[src/rtl/imem_dmem_arbiter_if.sv]
// ----------------------------------------------------------------------------
// imem_dmem_arbiter_if
//
// Bundles the fetch-side request, data-side request, memory request/return
// and routed-response signals of the instruction/data memory arbiter.
//
// Modports:
//   slave  : the arbiter itself (takes requests and memory returns, drives
//            readies, tags, the memory command and routed responses).
//   master : the surrounding environment (caches + memory), the mirror image.
//
// Signal groups:
//   ic_req_*        fetch request (valid/addr in, ready/tag out)
//   dc_req_*        data request (valid/cmd/addr/data in, ready/tag out)
//   proc2mem_*      memory command/address/write data
//   mem2proc_*      memory accept tag, return data and return tag
//   ic/dc_resp_*    routed return (valid per side, shared tag/data)
//   err_unexp_tag   sticky flag for a return on an untracked tag
// ----------------------------------------------------------------------------
interface imem_dmem_arbiter_if;
    // Fetch side
    logic        ic_req_valid;
    logic [31:0] ic_req_addr;
    logic        ic_req_ready;
    logic [3:0]  ic_req_tag;

    // Data side
    logic        dc_req_valid;
    logic [1:0]  dc_req_cmd;
    logic [31:0] dc_req_addr;
    logic [63:0] dc_req_data;
    logic        dc_req_ready;
    logic [3:0]  dc_req_tag;

    // Memory request
    logic [1:0]  proc2mem_command;
    logic [31:0] proc2mem_addr;
    logic [63:0] proc2mem_data;

    // Memory accept / return
    logic [3:0]  mem2proc_response;
    logic [63:0] mem2proc_data;
    logic [3:0]  mem2proc_tag;

    // Routed return
    logic        ic_resp_valid;
    logic        dc_resp_valid;
    logic [3:0]  resp_tag;
    logic [63:0] resp_data;
    logic        err_unexp_tag;

    modport slave (
        input  ic_req_valid, ic_req_addr,
        output ic_req_ready, ic_req_tag,
        input  dc_req_valid, dc_req_cmd, dc_req_addr, dc_req_data,
        output dc_req_ready, dc_req_tag,
        output proc2mem_command, proc2mem_addr, proc2mem_data,
        input  mem2proc_response, mem2proc_data, mem2proc_tag,
        output ic_resp_valid, dc_resp_valid, resp_tag, resp_data, err_unexp_tag
    );

    modport master (
        output ic_req_valid, ic_req_addr,
        input  ic_req_ready, ic_req_tag,
        output dc_req_valid, dc_req_cmd, dc_req_addr, dc_req_data,
        input  dc_req_ready, dc_req_tag,
        input  proc2mem_command, proc2mem_addr, proc2mem_data,
        output mem2proc_response, mem2proc_data, mem2proc_tag,
        input  ic_resp_valid, dc_resp_valid, resp_tag, resp_data, err_unexp_tag
    );
endinterface

[src/rtl/imem_dmem_arbiter.sv]
// ----------------------------------------------------------------------------
// imem_dmem_arbiter
//
// Shares one tagged memory port between an instruction-fetch requester and a
// data requester. Arbitration is combinational; the memory accepts a request
// in the same cycle by returning a nonzero tag on mem2proc_response. Accepted
// loads are recorded in a 15-entry owner table (tags 1..15) so that later
// returns on mem2proc_tag can be routed back to the side that issued them.
//
// Ports:
//   clock  : clock
//   reset  : synchronous, active-high reset; all outputs are 0 while asserted
//   bus    : imem_dmem_arbiter_if.slave (request, memory and response signals)
//
// Configuration:
//   ARB_ROUND_ROBIN_EN  defined   -> on contention, grant the side that did not
//                                    win the last accepted request.
//                       undefined -> fixed priority, data over fetch.
// ----------------------------------------------------------------------------
module imem_dmem_arbiter (
    input  logic               clock,
    input  logic               reset,
    imem_dmem_arbiter_if.slave bus
);

    localparam logic [1:0] CmdNone  = 2'd0;
    localparam logic [1:0] CmdLoad  = 2'd1;
    localparam logic [1:0] CmdStore = 2'd2;

    typedef enum logic {
        GrantFetch = 1'b0,
        GrantData  = 1'b1
    } grant_e;

    // ------------------------------------------------------------------------
    // State
    // ------------------------------------------------------------------------
    logic [15:1] tbl_valid_q, tbl_valid_d;
    logic [15:1] tbl_owner_q, tbl_owner_d;  // 0 = fetch, 1 = data
    logic        err_q, err_d;
    grant_e      last_grant_q, last_grant_d;

    // ------------------------------------------------------------------------
    // Request qualification and arbitration
    // ------------------------------------------------------------------------
    logic        ic_valid;
    logic        dc_valid;
    logic        any_valid;
    logic        grant_data;
    logic [1:0]  granted_cmd;
    logic [31:0] granted_addr;
    logic        mem_accept;
    logic        accept;
    logic        alloc;

    assign ic_valid  = bus.ic_req_valid;
    // Unknown data commands are dropped rather than forwarded to memory.
    assign dc_valid  = bus.dc_req_valid &&
                       ((bus.dc_req_cmd == CmdLoad) || (bus.dc_req_cmd == CmdStore));
    assign any_valid = ic_valid || dc_valid;

    always_comb begin
        grant_data = dc_valid;
        if (ic_valid && dc_valid) begin
`ifdef ARB_ROUND_ROBIN_EN
            grant_data = (last_grant_q == GrantFetch);
`else
            grant_data = 1'b1;
`endif
        end
    end

    assign granted_cmd  = grant_data ? bus.dc_req_cmd  : CmdLoad;
    assign granted_addr = grant_data ? bus.dc_req_addr : bus.ic_req_addr;
    assign mem_accept   = (bus.mem2proc_response != 4'd0);
    assign accept       = !reset && any_valid && mem_accept;
    assign alloc        = accept && (granted_cmd == CmdLoad);

    // ------------------------------------------------------------------------
    // Memory request and per-side accept
    // ------------------------------------------------------------------------
    always_comb begin
        bus.proc2mem_command = CmdNone;
        bus.proc2mem_addr    = 32'd0;
        bus.proc2mem_data    = 64'd0;
        bus.ic_req_ready     = 1'b0;
        bus.ic_req_tag       = 4'd0;
        bus.dc_req_ready     = 1'b0;
        bus.dc_req_tag       = 4'd0;
        if (!reset && any_valid) begin
            bus.proc2mem_command = granted_cmd;
            bus.proc2mem_addr    = {granted_addr[31:3], 3'b000};
            if (grant_data && (granted_cmd == CmdStore)) begin
                bus.proc2mem_data = bus.dc_req_data;
            end
            if (mem_accept) begin
                if (grant_data) begin
                    bus.dc_req_ready = 1'b1;
                    bus.dc_req_tag   = bus.mem2proc_response;
                end else begin
                    bus.ic_req_ready = 1'b1;
                    bus.ic_req_tag   = bus.mem2proc_response;
                end
            end
        end
    end

    // ------------------------------------------------------------------------
    // Return routing
    // ------------------------------------------------------------------------
    logic ret_present;
    logic ret_hit;
    logic ret_unexp;

    assign ret_present = (bus.mem2proc_tag != 4'd0);
    // Lookup uses the pre-edge table so a same-cycle reallocation of this tag
    // still routes the return to its previous owner.
    assign ret_hit     = ret_present && tbl_valid_q[bus.mem2proc_tag];
    assign ret_unexp   = ret_present && !ret_hit;

    always_comb begin
        bus.ic_resp_valid = 1'b0;
        bus.dc_resp_valid = 1'b0;
        bus.resp_tag      = 4'd0;
        bus.resp_data     = 64'd0;
        if (!reset && ret_hit) begin
            if (tbl_owner_q[bus.mem2proc_tag]) begin
                bus.dc_resp_valid = 1'b1;
            end else begin
                bus.ic_resp_valid = 1'b1;
            end
            bus.resp_tag  = bus.mem2proc_tag;
            bus.resp_data = bus.mem2proc_data;
        end
    end

    // Flag is visible in the cycle the stray return arrives, then held.
    assign bus.err_unexp_tag = !reset && (err_q || ret_unexp);

    // ------------------------------------------------------------------------
    // Next state
    // ------------------------------------------------------------------------
    always_comb begin
        tbl_valid_d  = tbl_valid_q;
        tbl_owner_d  = tbl_owner_q;
        err_d        = err_q;
        last_grant_d = last_grant_q;

        if (ret_hit) begin
            tbl_valid_d[bus.mem2proc_tag] = 1'b0;
        end
        if (ret_unexp) begin
            err_d = 1'b1;
        end
        if (accept) begin
            last_grant_d = grant_data ? GrantData : GrantFetch;
        end
        // Applied after the clear so a same-tag accept leaves the new owner.
        if (alloc) begin
            tbl_valid_d[bus.mem2proc_response] = 1'b1;
            tbl_owner_d[bus.mem2proc_response] = grant_data;
        end
    end

    always_ff @(posedge clock) begin
        if (reset) begin
            tbl_valid_q  <= '0;
            tbl_owner_q  <= '0;
            err_q        <= 1'b0;
            last_grant_q <= GrantFetch;
        end else begin
            tbl_valid_q  <= tbl_valid_d;
            tbl_owner_q  <= tbl_owner_d;
            err_q        <= err_d;
            last_grant_q <= last_grant_d;
        end
    end

endmodule
[src/flat_wrapper.sv]
// flat-port wrapper written by rule: the top's interface ports become plain ports
module imem_dmem_arbiter_flat 
  (clock, reset, bus_ic_req_valid, bus_ic_req_addr, bus_ic_req_ready, bus_ic_req_tag, bus_dc_req_valid, bus_dc_req_cmd, bus_dc_req_addr, bus_dc_req_data, bus_dc_req_ready, bus_dc_req_tag, bus_proc2mem_command, bus_proc2mem_addr, bus_proc2mem_data, bus_mem2proc_response, bus_mem2proc_data, bus_mem2proc_tag, bus_ic_resp_valid, bus_dc_resp_valid, bus_resp_tag, bus_resp_data, bus_err_unexp_tag);
  imem_dmem_arbiter_if bus_i ();
  input  logic clock;
  input  logic reset;
  input wire logic [$bits(bus_i.ic_req_valid)-1:0] bus_ic_req_valid;
  input wire logic [$bits(bus_i.ic_req_addr)-1:0] bus_ic_req_addr;
  output wire logic [$bits(bus_i.ic_req_ready)-1:0] bus_ic_req_ready;
  output wire logic [$bits(bus_i.ic_req_tag)-1:0] bus_ic_req_tag;
  input wire logic [$bits(bus_i.dc_req_valid)-1:0] bus_dc_req_valid;
  input wire logic [$bits(bus_i.dc_req_cmd)-1:0] bus_dc_req_cmd;
  input wire logic [$bits(bus_i.dc_req_addr)-1:0] bus_dc_req_addr;
  input wire logic [$bits(bus_i.dc_req_data)-1:0] bus_dc_req_data;
  output wire logic [$bits(bus_i.dc_req_ready)-1:0] bus_dc_req_ready;
  output wire logic [$bits(bus_i.dc_req_tag)-1:0] bus_dc_req_tag;
  output wire logic [$bits(bus_i.proc2mem_command)-1:0] bus_proc2mem_command;
  output wire logic [$bits(bus_i.proc2mem_addr)-1:0] bus_proc2mem_addr;
  output wire logic [$bits(bus_i.proc2mem_data)-1:0] bus_proc2mem_data;
  input wire logic [$bits(bus_i.mem2proc_response)-1:0] bus_mem2proc_response;
  input wire logic [$bits(bus_i.mem2proc_data)-1:0] bus_mem2proc_data;
  input wire logic [$bits(bus_i.mem2proc_tag)-1:0] bus_mem2proc_tag;
  output wire logic [$bits(bus_i.ic_resp_valid)-1:0] bus_ic_resp_valid;
  output wire logic [$bits(bus_i.dc_resp_valid)-1:0] bus_dc_resp_valid;
  output wire logic [$bits(bus_i.resp_tag)-1:0] bus_resp_tag;
  output wire logic [$bits(bus_i.resp_data)-1:0] bus_resp_data;
  output wire logic [$bits(bus_i.err_unexp_tag)-1:0] bus_err_unexp_tag;
  assign bus_i.ic_req_valid = bus_ic_req_valid;
  assign bus_i.ic_req_addr = bus_ic_req_addr;
  assign bus_ic_req_ready = bus_i.ic_req_ready;
  assign bus_ic_req_tag = bus_i.ic_req_tag;
  assign bus_i.dc_req_valid = bus_dc_req_valid;
  assign bus_i.dc_req_cmd = bus_dc_req_cmd;
  assign bus_i.dc_req_addr = bus_dc_req_addr;
  assign bus_i.dc_req_data = bus_dc_req_data;
  assign bus_dc_req_ready = bus_i.dc_req_ready;
  assign bus_dc_req_tag = bus_i.dc_req_tag;
  assign bus_proc2mem_command = bus_i.proc2mem_command;
  assign bus_proc2mem_addr = bus_i.proc2mem_addr;
  assign bus_proc2mem_data = bus_i.proc2mem_data;
  assign bus_i.mem2proc_response = bus_mem2proc_response;
  assign bus_i.mem2proc_data = bus_mem2proc_data;
  assign bus_i.mem2proc_tag = bus_mem2proc_tag;
  assign bus_ic_resp_valid = bus_i.ic_resp_valid;
  assign bus_dc_resp_valid = bus_i.dc_resp_valid;
  assign bus_resp_tag = bus_i.resp_tag;
  assign bus_resp_data = bus_i.resp_data;
  assign bus_err_unexp_tag = bus_i.err_unexp_tag;
  imem_dmem_arbiter u_core (.clock(clock), .reset(reset), .bus(bus_i));
endmodule
[config.mk]
export PLATFORM = sky130hd
export DESIGN_NAME = imem_dmem_arbiter_flat
export DESIGN_NICKNAME = d
export VERILOG_FILES = /design/src/rtl/imem_dmem_arbiter_if.sv /design/src/rtl/imem_dmem_arbiter.sv /design/src/flat_wrapper.sv
export SDC_FILE = /design/constraint.sdc
export NUM_CORES = 1
export LEC_CHECK = 0
export CORE_AREA = 2 2 150 152
export CTS_CLUSTER_SIZE = 16
export DETAILED_ROUTE_END_ITERATION = 8
export DIE_AREA = 0 0 152 154
export DONT_BUFFER_PORTS = 1
export GPL_ROUTABILITY_DRIVEN = 0
export GPL_TIMING_DRIVEN = 0
export PLACE_DENSITY_LB_ADDON = 0.05
export SETUP_SLACK_MARGIN = 0.1
export SYNTH_ARGS = -nofsm -noshare
export SYNTH_HDL_FRONTEND = slang
export SYNTH_SLANG_ARGS = --single-unit
[constraint.sdc]
create_clock -name clock -period 2.05 [get_ports clock]
set_input_delay 0.41 -clock clock [delete_from_list [all_inputs] [get_ports clock]]
set_output_delay 0.41 -clock clock [all_outputs]
set_load 0.05 [all_outputs]
==> key figures, run 1 <==
Status
  – Outcome: finished, violations left
  – Violated checks: setup timing

Floorplan
  – Number of primary I/O pins: slightly below 400
  – Die Y: roughly 150 um
  – Die area: ~23,000 um2
  – Initial standard-cell utilization of the core: 14.6%
  – Core region area: 21,700 um2
  – Width of the die: 152 um
  – Row count: 54

Power and ir drop
  – Peak supply drop: about 270 uV
  – Leakage: around 2.1 nW
  – Total power divided by cell area: 439 nW/um2
  – Tot Pwr: about 2.3 mW

STA
  – Final setup TNS: -18.02 ns
  – Share of the clock period used by the worst path after layout: 116%
  – Number of endpoints with negative hold slack in the final report: 0
  – Unrepaired setup endpoints after global routing: true
  – Final setup skew: 0.00475 ns
  – Post-route worst setup slack: -0.319 ns
  – Final setup violation count: 76
  – Clock period minus worst slack: between 2 and 2.5 ns
  – Transition at the pin with the smallest max-transition slack: between 0.7 and 0.8 ns
  – Count of final max-slew check failures: 0
  – Highest achievable clock rate: approximately 420 MHz
  – Remaining max-slew budget at the tightest pin: slightly above 50%

Synth
  – Unique masters post-synth: 36
  – Number of enable-type register cells in the synthesized netlist: 0
  – Synth warnings: 0
  – Register bit total from synthesis: 31
  – Synthesized area: 3160 um2
  – Average footprint of a synthesized cell: between 6 and 7 um2
  – Register area share after synthesis: 19.6%
  – Most used flip-flop cell after synthesis: sky130_fd_sc_hd__dfxtp_1
  – FFs w/ async S/R, synth: 0%
  – Count of mapped cells out of synthesis: 467

Clocking
  – Clock edge transition at the registers on the reported setup and hold paths: approximately 0.050 ns
  – Maximum level of the CTS H-tree: 2
  – Buffer depth of the longest clock path: 2
  – Later-pin clock latency in the skew report: between 0.2 and 0.3 ns
  – TritonCTS clock tree: done
  – CTS Sinks: 31
  – Number of CTS-inserted buffers: 5
  – Root cell of the clock tree: sky130_fd_sc_hd__clkbuf_16

Final layout
  – Diodes inserted: 0
  – Fin nets: between 700 and 800
  – Layout overhead on the synthesized area: 69.1%
  – Fraction of final layout cells sized beyond drive strength 1: roughly three fifths
  – Post-layout util: between 20% and 30%

Global routing
  – Via count of the first global-routing pass: 3,639
  – Maximum number of pins on one net before global-route repair: 11
  – Wire length of the first global-routing pass: between 20,000 and 25,000 um
  – Remaining global-route overflow: 0
  – Total GRT Usage: 13.5%
  – Initial antenna violation count: 0

Routing
  – Number of nets with antenna violations after detailed routing: 0
  – Via count of the routed design: 3,470
  – Post-DR vias/cell: between 4 and 5
  – Detailed-route wire length: 16,900 um
  – DRC viols: 0
  – Average detailed-routed wire length per instance: around 22 um
  – Violation count after the first detailed-route iteration: roughly 110
  – Pre-antenna DRT Iters: 4

Min path
  – Kind of path behind the tightest hold check: input pin to register

Worst setup path
  – Buffers & Inverters on Critical Path: 1
  – Classification of the worst setup path: register to output pin
  – WP data arrival: between 1.5 and 2 ns
  – Slowest stage delay, CP: slightly above 0.5 ns
  – Maximum fanout along the worst path: 3
  – Kind of start point of the critical path: register
  – Top Family by Delay on Critical Path: compound AO/OA/AOI/OAI gates
  – Capturing element type of the critical path: output pin
  – Critical path required time: about 1.6 ns
  – Critical path, cell by cell: mux4_2 -> nand2_2 -> nand4_4 -> buf_4 -> o31ai_4
  – Highest-delay cell along the critical path: sky130_fd_sc_hd__o31ai_4

Place
  – IO Port Bufs: 0
  – Detailed-placement wirelength estimate: about 14,000 um

Run
  – Max-capacitance violation count: 0
==> path summary, 6_finish.rpt <==
path | startpoint | to | slack [ns] | cells after the start
setup / recovery | u_core.tbl_valid_q[11] | bus_err_unexp_tag | -0.32 | 5
hold reg to reg | u_core.tbl_valid_q[1] | u_core.tbl_valid_q[1] | 0.48 | 2
hold / removal | bus_mem2proc_tag[1] | u_core.tbl_valid_q[1] | 0.46 | 3
setup reg to reg | u_core.tbl_valid_q[11] | u_core.err_q | 0.58 | 5
==> report_power, final <==
part | leakage [nW] | switching, mW | internal, mW
combinational | 1.76 | 0.662 | 0.325
clock | 0.0727 | 0.268 | 0.474
sequential | 0.251 | 0.00356 | 0.611
==> per-stage QoR <==
step / setup WS (ns) / cells / area [um2] / hold WS [ns]
after global placement: -0.725 / 749 / 4170 / 0.466
after global routing: -0.382 / 781 / 5340 / 0.468
after floorplan: -0.208 / 469 / 3820 / 0.448
final: -0.319 / 781 / 5340 / 0.460
after detailed placement: -0.765 / 749 / 4170 / 0.471
after CTS: -0.347 / 776 / 5180 / 0.458
==> synth_stat cells, types with 4 or more instances <==
library cell	instances	area share, %
sky130_fd_sc_hd__a211oi_1	12	2.9
sky130_fd_sc_hd__a21oi_1	48	7.6
sky130_fd_sc_hd__and2_1	130	26
sky130_fd_sc_hd__and2_4	9	2.5
sky130_fd_sc_hd__buf_1	4	0.48
sky130_fd_sc_hd__clkbuf_1	38	4.5
sky130_fd_sc_hd__dfxtp_1	31	20
sky130_fd_sc_hd__mux2i_1	19	6.0
sky130_fd_sc_hd__mux4_2	4	2.9
sky130_fd_sc_hd__nand2_1	72	8.6
sky130_fd_sc_hd__nand2b_1	10	2.0
sky130_fd_sc_hd__nand3_1	17	2.7
sky130_fd_sc_hd__nand4_1	6	1.2
sky130_fd_sc_hd__nor2_1	13	1.5
sky130_fd_sc_hd__nor2b_1	6	1.2
sky130_fd_sc_hd__nor3b_1	5	1.2
sky130_fd_sc_hd__o21ai_0	13	2.1
sky130_fd_sc_hd__o31ai_1	4	0.95
==> cell usage in the layout, fill, tap and decap left out, types with 12 or more instances in the layout <==
| master | netlist | layout |
|---|---|---|
| sky130_fd_sc_hd__and2_4 | 9 | 119 |
| sky130_fd_sc_hd__nand3_1 | 17 | 14 |
| sky130_fd_sc_hd__dfxtp_1 | 31 | 29 |
| sky130_fd_sc_hd__nand2_4 | 0 | 28 |
| sky130_fd_sc_hd__a21oi_1 | 48 | 18 |
| sky130_fd_sc_hd__nor2_1 | 13 | 12 |
| sky130_fd_sc_hd__mux2i_1 | 19 | 17 |
| sky130_fd_sc_hd__and2_2 | 0 | 14 |
| sky130_fd_sc_hd__o21ai_0 | 13 | 13 |
| sky130_fd_sc_hd__buf_4 | 3 | 15 |
| sky130_fd_sc_hd__nand2_1 | 72 | 42 |
| sky130_fd_sc_hd__a21oi_4 | 0 | 30 |
==> layer usage <==
layer,vias to the layer above,routed length (um),global-route usage (%)
met5,-,0,0
met4,0,397,4.05
met3,21,1250,3.55
met2,247,9510,27.1
met1,1601,5710,13.5
li1,1601,-,-
==> worst reg2reg max path, delay by kind of cell (launching register included) <==
family                 cells  cell delay, ns
buffers and inverters      1            0.17
AO/OA/AOI/OAI              1            0.21
AND/OR/NAND/NOR            2            0.20
multiplexers               1            0.49
flip-flops                 1            0.32
==> cell families after synthesis <==
kind of cell / Yosys count / share of synthesized area, %
XOR/XNOR: 1 / 0.277
other: 1 / 0.119
multiplexers: 23 / 8.87
flip-flops: 31 / 19.6
AO/OA/AOI/OAI: 83 / 15.0
buffers and inverters: 51 / 7.17
AND/OR/NAND/NOR: 277 / 48.9
==> layout make-up <==
| cell class | instances | area [um2] |
|---|---|---|
| tap | 280 | 350 |
| buffer | 49 | 497 |
| multi-input combinational | 387 | 3380 |
| clock inverter | 1 | 5.00 |
| inverter | 2 | 7.51 |
| timing repair buffer | 25 | 339 |
| clock buffer | 6 | 139 |
| sequential | 31 | 623 |
| fill | 2339 | 16300 |
==> repair_timing <==
action	in CTS	in global routing
hold buffers	0	0
gates cloned	5	1
setup buffers	15	4
pin swaps	61	52
setup endpoints to repair	173	156
gates resized for setup	228	56
==> state kept, by name (all words and copies together), names as in the netlist <==
signal	count
u_core.err_q	1
u_core.tbl_valid_q	15
u_core.tbl_owner_q	15
(Power assumes the default switching activity.)
==> inputs of run 2 (changes only) <==
GPL_TIMING_DRIVEN = not set   (was 0)
PLACE_DENSITY_LB_ADDON = not set   (was 0.05)
clock period = 2.01 ns   (was 2.05 ns; I/O delays follow)
==> run 2 against run 1 <==
Against the previous run:
- the flow still finishes with violations (setup timing)
- die area stayed put
- register-to-register slack worse by 0.03 ns
- total power is 3.0% higher
- global-route usage is 0.073 points lower
- worst setup slack worse by 0.012 ns
- sequential cell count stayed put
- sequential power is 2% higher
- design area is 12% higher
- wire length is 3.1% higher
- sequential share of layout area is 1.2 points lower
- critical path depth is 1 higher
- critical path type unchanged
==> key figures, run 2 (synthesized netlist as in run 1, its figures left out) <==
Status
  – Outcome: finished, violations left
  – Violated checks: setup timing

Routing
  – Average detailed-routed wire length per instance: 21.3 um (-1.4%)
  – Detail Route met2 WL: 10,300 um (+8.3%)
  – Post-DR vias/cell: 4.46 (+0.41%)
  – Total met3 wirelength after detailed routing: 1110 um (-11%)
  – DRT met1 WL: 5530 um (-3.2%)
  – Violation count after the first detailed-route iteration: 230 (+110%)
  – Via count of the routed design: 3,645 (+5.0%)
  – DRC viols: 0 (unchanged)
  – Highest routed metal layer: met4
  – Pre-antenna DRT Iters: 4 (unchanged)
  – Detailed-route wire length: 17,400 um (+3.1%)
  – Number of nets with antenna violations after detailed routing: 0 (unchanged)

STA
  – Final setup skew: 0.00122 ns (-0.00352 ns)
  – Highest achievable clock rate: about 430 MHz
  – Final setup violation count: 71 (-6.6%)
  – Worst Hold Slack: 0.195 ns (-0.264 ns)
  – Share of the clock period used by the worst path after layout: 116%
  – Number of endpoints with negative hold slack in the final report: 0 (unchanged)
  – Count of final max-slew check failures: 0 (unchanged)
  – Post-route worst setup slack: -0.331 ns (-0.0117 ns)
  – Clock period minus worst slack: 2.34 ns
  – Unrepaired setup endpoints after global routing: true

Floorplan
  – Initial standard-cell utilization of the core: 14.6% (unchanged)
  – Row count: 54 (unchanged)
  – Number of primary I/O pins: 385 (unchanged)
  – Core region area: 21,700 um2 (unchanged)
  – Die Y: 154 um (unchanged)
  – Die area: 23,400 um2 (unchanged)
  – Width of the die: 152 um (unchanged)

Worst setup path
  – WP data arrival: 1.94 ns (-0.02 ns)
  – Classification of the worst setup path: register to output pin
  – Kind of start point of the critical path: register
  – Critical path required time: 1.61 ns (-0.03 ns)
  – Maximum fanout along the worst path: 23 (+20)
  – Slowest stage delay, CP: 0.36 ns (-0.15 ns)
  – Buffers & Inverters on Critical Path: 1 (unchanged)
  – Critical path, cell by cell: mux2i_1 -> o32a_1 -> nand4_4 -> nor2b_4 -> bufbuf_16 -> and2_4
  – Capturing element type of the critical path: output pin
  – Highest-delay cell along the critical path: sky130_fd_sc_hd__o32a_1
  – Top Family by Delay on Critical Path: simple AND/OR/NAND/NOR gates

Final layout
  – Leading cell type in the layout, fill and taps excluded: sky130_fd_sc_hd__nand2_1
  – Fraction of final layout cells sized beyond drive strength 1: 54.9% (-3.8 points)
  – Layout overhead on the synthesized area: 89.3%
  – Fill cell total of the finished layout: 2,243 (-4.1%)
  – Leading cell types in the layout, fill and taps excluded: 71 x sky130_fd_sc_hd__nand2_1, 70 x sky130_fd_sc_hd__and2_4, 70 x sky130_fd_sc_hd__buf_12
  – Leading registers by flop count: u_core.tbl_owner_q: 15 flops, u_core.tbl_valid_q: 15 flops, u_core.err_q: 1 flops
  – Fin nets: 739 (+4.5%)

Clocking
  – TritonCTS clock tree: done
  – Later-pin clock latency in the skew report: 0.28 ns (about the same)
  – Root cell of the clock tree: sky130_fd_sc_hd__clkbuf_16
  – Number of buffers added to fix hold violations after cts: 0 (unchanged)
  – Number of CTS-inserted buffers: 5 (unchanged)
  – Clock edge transition at the registers on the reported setup and hold paths: 0.05 ns (about the same)
  – CTS Sinks: 31 (unchanged)
  – Buffer depth of the longest clock path: 2 (unchanged)
  – Maximum level of the CTS H-tree: 2 (unchanged)

Global routing
  – Initial antenna violation count: 7 (+7)
  – Maximum number of pins on one net before global-route repair: 53 (+42)
  – Wire length of the first global-routing pass: 23,500 um (-2.2%)
  – Via count of the first global-routing pass: 3,447 (-5.3%)
  – Total GRT Usage: 13.4% (-0.073 points)
  – Remaining global-route overflow: 0 (unchanged)

Power and ir drop
  – Total power divided by cell area: 403 nW/um2 (-8.0%)
  – Leakage: 2.21 nW (+6.1%)
  – Tot Pwr: 2.41 mW (+3.0%)
  – Peak supply drop: 282 uV (+3.7%)

Place
  – IO Port Bufs: 0 (unchanged)
  – Detailed-placement wirelength estimate: 14,300 um (+1.4%)
  – Worst-case setup slack after placement: -0.255 ns (+0.509 ns)

Run
  – Max-capacitance violation count: 0 (unchanged)

Min path
  – Kind of path behind the tightest hold check: input pin to register
==> run 2: changes by cell type in the layout (fill, tap and decap cells not counted), sizes merged <==
cell | before | now
diode | 0 | 3
clkbuf | 39 | 9
buf | 41 | 103
bufbuf | 0 | 1
==> run 2: path summary, 6_finish.rpt <==
path         slack (ns)  cells after the start               endpoint              startpoint
min                0.20                      1  u_core.tbl_valid_q[5]                   reset
max               -0.33                      6      bus_resp_data[26]   u_core.tbl_valid_q[5]
max reg2reg        0.55                      5           u_core.err_q  u_core.tbl_valid_q[11]
min reg2reg        0.48                      2  u_core.tbl_valid_q[2]   u_core.tbl_valid_q[2]
==> run 2: area by class of cell <==
class	instances	area, um2	area share [%]
timing repair buffer	106	1810	30.3
tap	280	350	5.86
clock buffer	7	133	2.22
sequential	31	624	10.4
clock inverter	1	5.00	0.0837
inverter	2	7.51	0.126
antenna	3	7.51	0.126
multi-input combinational	387	3040	50.8
==> run 2: layer usage <==
metal	up-vias	track usage (%)
li1	1672	-
met1	1682	12.3
met2	260	29.2
met3	31	2.34
met4	0	4.14
met5	-	0
==> run 2: what timing repair did <==
action | in CTS | in global routing
hold endpoints to repair | 0 | 0
pin swaps | 20 | 17
buffers inserted | 4 | 3
resized for setup | 27 | 15
cloned | 2 | 3
setup endpoints to repair | 80 | 103
==> run 2: stage by stage <==
step | util [%] | instances | cell area, um2 | setup TNS (ns)
after detailed placement | 25.5 | 794 | 5520 | -12.39
after floorplan | - | 469 | 3890 | -11.18
after global placement | 25.5 | 794 | 5520 | -10.89
after CTS | 26.8 | 808 | 5820 | -19.31
after global routing | 27.6 | 817 | 5980 | -24.24
final | 27.6 | 817 | 5980 | -19.44
==> run 2: where the power goes <==
group          switching [mW]  total, mW  internal, mW
Clock                   0.252      0.708         0.456
Combinational           0.634       1.08         0.442
Sequential            0.00375      0.628         0.624
Total                   0.890       2.41          1.52
==> inputs of run 3 (changes only) <==
CORE_AREA = 2 2 149 151   (was 2 2 150 152)
DIE_AREA = 0 0 151 153   (was 0 0 152 154)
clock period = 2.58 ns   (was 2.01 ns; I/O delays follow)
==> run 3 against run 2 <==
Against the previous run:
- the run now ends clean
- worst setup slack improved by 0.43 ns
- wire length up 15%
- hold slack better by 0.13 ns
- non-clock buffer count up 28
- combinational power is 31% lower
- register-to-register slack improved by 0.59 ns
- critical path type unchanged
==> key figures, run 3 (synthesized netlist as in run 1, its figures left out) <==
Min path
  – Kind of path behind the tightest hold check: input pin to register
  – Min-Delay Path Depth: 1 (unchanged)

Global routing
  – GR met3 Demand/Resource: 5.82% (+3.5 points)
  – Wire length of the first global-routing pass: 26,200 um (+11%)
  – Maximum number of pins on one net before global-route repair: 66 (+25%)
  – Via count of the first global-routing pass: 3,777 (+9.6%)
  – Initial antenna violation count: 4 (-3)
  – Total GRT Usage: 16.0% (+2.6 points)
  – Met1 track demand over resource: 12.4% (+0.11 points)
  – Met2 layer usage reported by global route: 33.9% (+4.7 points)
  – Remaining global-route overflow: 0 (unchanged)
  – Global-route layer with the greatest usage: met2

Run
  – Max-capacitance violation count: 0 (unchanged)

Routing
  – Post-DR vias/cell: 4.39 (-1.5%)
  – Detailed-route wire length: 20,000 um (+15%)
  – Violation count after the first detailed-route iteration: 226 (-1.7%)
  – Pre-antenna DRT Iters: 4 (unchanged)
  – Number of nets with antenna violations after detailed routing: 0 (unchanged)
  – DRC viols: 0 (unchanged)
  – Average detailed-routed wire length per instance: 23.6 um (+11%)
  – Via count of the routed design: 3,717 (+2.0%)

STA
  – Highest achievable clock rate: roughly 400 MHz
  – Final setup TNS: 0 ns (+19.44 ns)
  – Count of final max-slew check failures: 0 (unchanged)
  – Final setup violation count: 0 (-100%)
  – Worst Hold Slack: 0.326 ns (+0.131 ns)
  – Clock period minus worst slack: 2.48 ns
  – Transition at the pin with the smallest max-transition slack: approximately 0.6 ns
  – Remaining max-slew budget at the tightest pin: approximately three fifths
  – Unrepaired setup endpoints after global routing: true
  – Final setup skew: 0.00412 ns (+0.00290 ns)
  – Share of the clock period used by the worst path after layout: roughly 96%
  – Number of endpoints with negative hold slack in the final report: 0 (unchanged)

Worst setup path
  – WP data arrival: 1.96 ns (+0.02 ns)
  – Top Family by Delay on Critical Path: simple AND/OR/NAND/NOR gates
  – Critical path depth in cells: 8 (+2)
  – Capturing element type of the critical path: output pin
  – Slowest stage delay, CP: 0.47 ns (+0.11 ns)
  – Buffers & Inverters on Critical Path: 3 (+2)
  – Highest-delay cell along the critical path: sky130_fd_sc_hd__mux4_2
  – Critical path required time: 2.06 ns (+0.45 ns)
  – R2R depth: 5 (unchanged)
  – Maximum fanout along the worst path: 5 (-78%)
  – Classification of the worst setup path: register to output pin
  – Critical path, cell by cell: mux4_2 -> nand2_2 -> nand4_2 -> nor2b_4 -> buf_6 -> clkbuf_16 -> and2_4 -> buf_12
  – Kind of start point of the critical path: register

Final layout
  – Fin nets: 767 (+3.8%)
  – Leading registers by flop count: u_core.tbl_owner_q: 15 flops, u_core.tbl_valid_q: 15 flops, u_core.err_q: 1 flops
  – Post-layout util: 26.7% (-0.83 points)
  – Fraction of final layout cells sized beyond drive strength 1: 47.0% (-7.9 points)
  – Leading cell types in the layout, fill and taps excluded: 78 x sky130_fd_sc_hd__buf_4, 71 x sky130_fd_sc_hd__nand2_1, 70 x sky130_fd_sc_hd__and2_1
  – Count of non-filler cells in the finished layout: 846 (+3.5%)
  – Fill cell total of the finished layout: 2,274 (+1.4%)
  – Layout overhead on the synthesized area: 81.9%
  – Leading cell type in the layout, fill and taps excluded: sky130_fd_sc_hd__buf_4

Clocking
  – TritonCTS clock tree: done
  – Root cell of the clock tree: sky130_fd_sc_hd__clkbuf_16
  – Number of buffers added to fix hold violations after cts: 0 (unchanged)
  – Maximum level of the CTS H-tree: 2 (unchanged)
  – Later-pin clock latency in the skew report: 0.27 ns (about the same)
  – Number of CTS-inserted buffers: 5 (unchanged)
  – CTS Sinks: 31 (unchanged)
  – Buffer depth of the longest clock path: 2 (unchanged)
  – Clock edge transition at the registers on the reported setup and hold paths: 0.05 ns (about the same)

Power and ir drop
  – Sequential cell fraction of total power: 25.3% (-0.7 points)
  – Peak supply drop: 180 uV (-36%)
  – Total power divided by cell area: 335 nW/um2 (-17%)
  – Total internal power: 1.24 mW (-19%)
  – Tot Pwr: 1.93 mW (-20%)
  – Leakage: 2.23 nW (+0.89%)
  – Relative contribution of combinational cells to total power: 38.9% (-5.7 points)
  – Power share of the clock group: 35.7% (+6.3 points)
  – Switching power total: 687 uW (-23%)
  – Switching share of power: 35.7% (-1.2 points)

Floorplan
  – Die Y: 153 um (-0.65%)
  – Core region area: 21,500 um2 (-0.93%)
  – Row count: 54 (unchanged)
  – Number of primary I/O pins: 385 (unchanged)
  – Die area: 23,100 um2 (-1.3%)
  – Initial standard-cell utilization of the core: 14.7% (+0.14 points)
  – Width of the die: 151 um (-0.66%)

Place
  – Detailed-placement wirelength estimate: 16,900 um (+19%)
  – IO Port Bufs: 0 (unchanged)
  – Cell count after placement: 825 (+3.9%)

Status
  – Outcome: finished, final reports clean
run 3: cell types whose count changed in the layout (fill, tap and decap cells not counted), sizes merged:
| cell | delta |
|---|---|
| buf | +27 |
| clkbuf | +1 |
| diode | +1 |
| bufinv | +1 |
| bufbuf | -1 |
run 3: layout make-up:
class | count | area [um2] | share of cell area, %
inverter | 2 | 7.51 | 0.131
clock inverter | 2 | 35.0 | 0.610
timing repair buffer | 134 | 1710 | 29.7
antenna | 4 | 10.0 | 0.174
clock buffer | 6 | 139 | 2.42
sequential | 31 | 622 | 10.8
tap | 280 | 350 | 6.10
multi-input combinational | 387 | 2870 | 50.0
run 3: power groups by stage:
stage | combinational, mW | clock, mW | sequential [mW]
finish | 0.749 | 0.688 | 0.488
global route | 0.778 | 0.710 | 0.488
CTS | 0.750 | 0.694 | 0.488
detailed placement | 0.746 | 0 | 0.498
global placement | 0.741 | 0 | 0.498
floorplan | 0.506 | 0 | 0.497
run 3: worst paths after layout:
check | start | to | slack (ns)
worst max-delay path | u_core.tbl_valid_q[11] | bus_resp_data[3] | 0.10
worst min-delay path | reset | u_core.tbl_valid_q[3] | 0.33
worst max register to register | u_core.tbl_valid_q[11] | u_core.err_q | 1.14
worst min register to register | u_core.tbl_valid_q[3] | u_core.tbl_valid_q[3] | 0.46
run 3: per-stage QoR:
stage / setup slack [ns] / area, um2
after floorplan: -0.368 / 3660
after global placement: 0.0908 / 5350
after detailed placement: 0.0609 / 5350
after CTS: 0.0717 / 5580
after global routing: 0.0326 / 5750
final: 0.100 / 5750
run 3: routing by layer:
layer | up-vias | part of all wire [%]
met4 | 0 | 4.0
met2 | 255 | 59
met5 | - | 0
met3 | 21 | 11
li1 | 1726 | -
met1 | 1715 | 26
run 3: timing repair:
item,4_1_cts,5_1_grt
resized for setup,4,14
pin swaps,3,63
setup buffers,1,3
setup endpoints to repair,27,66
gates cloned,1,5
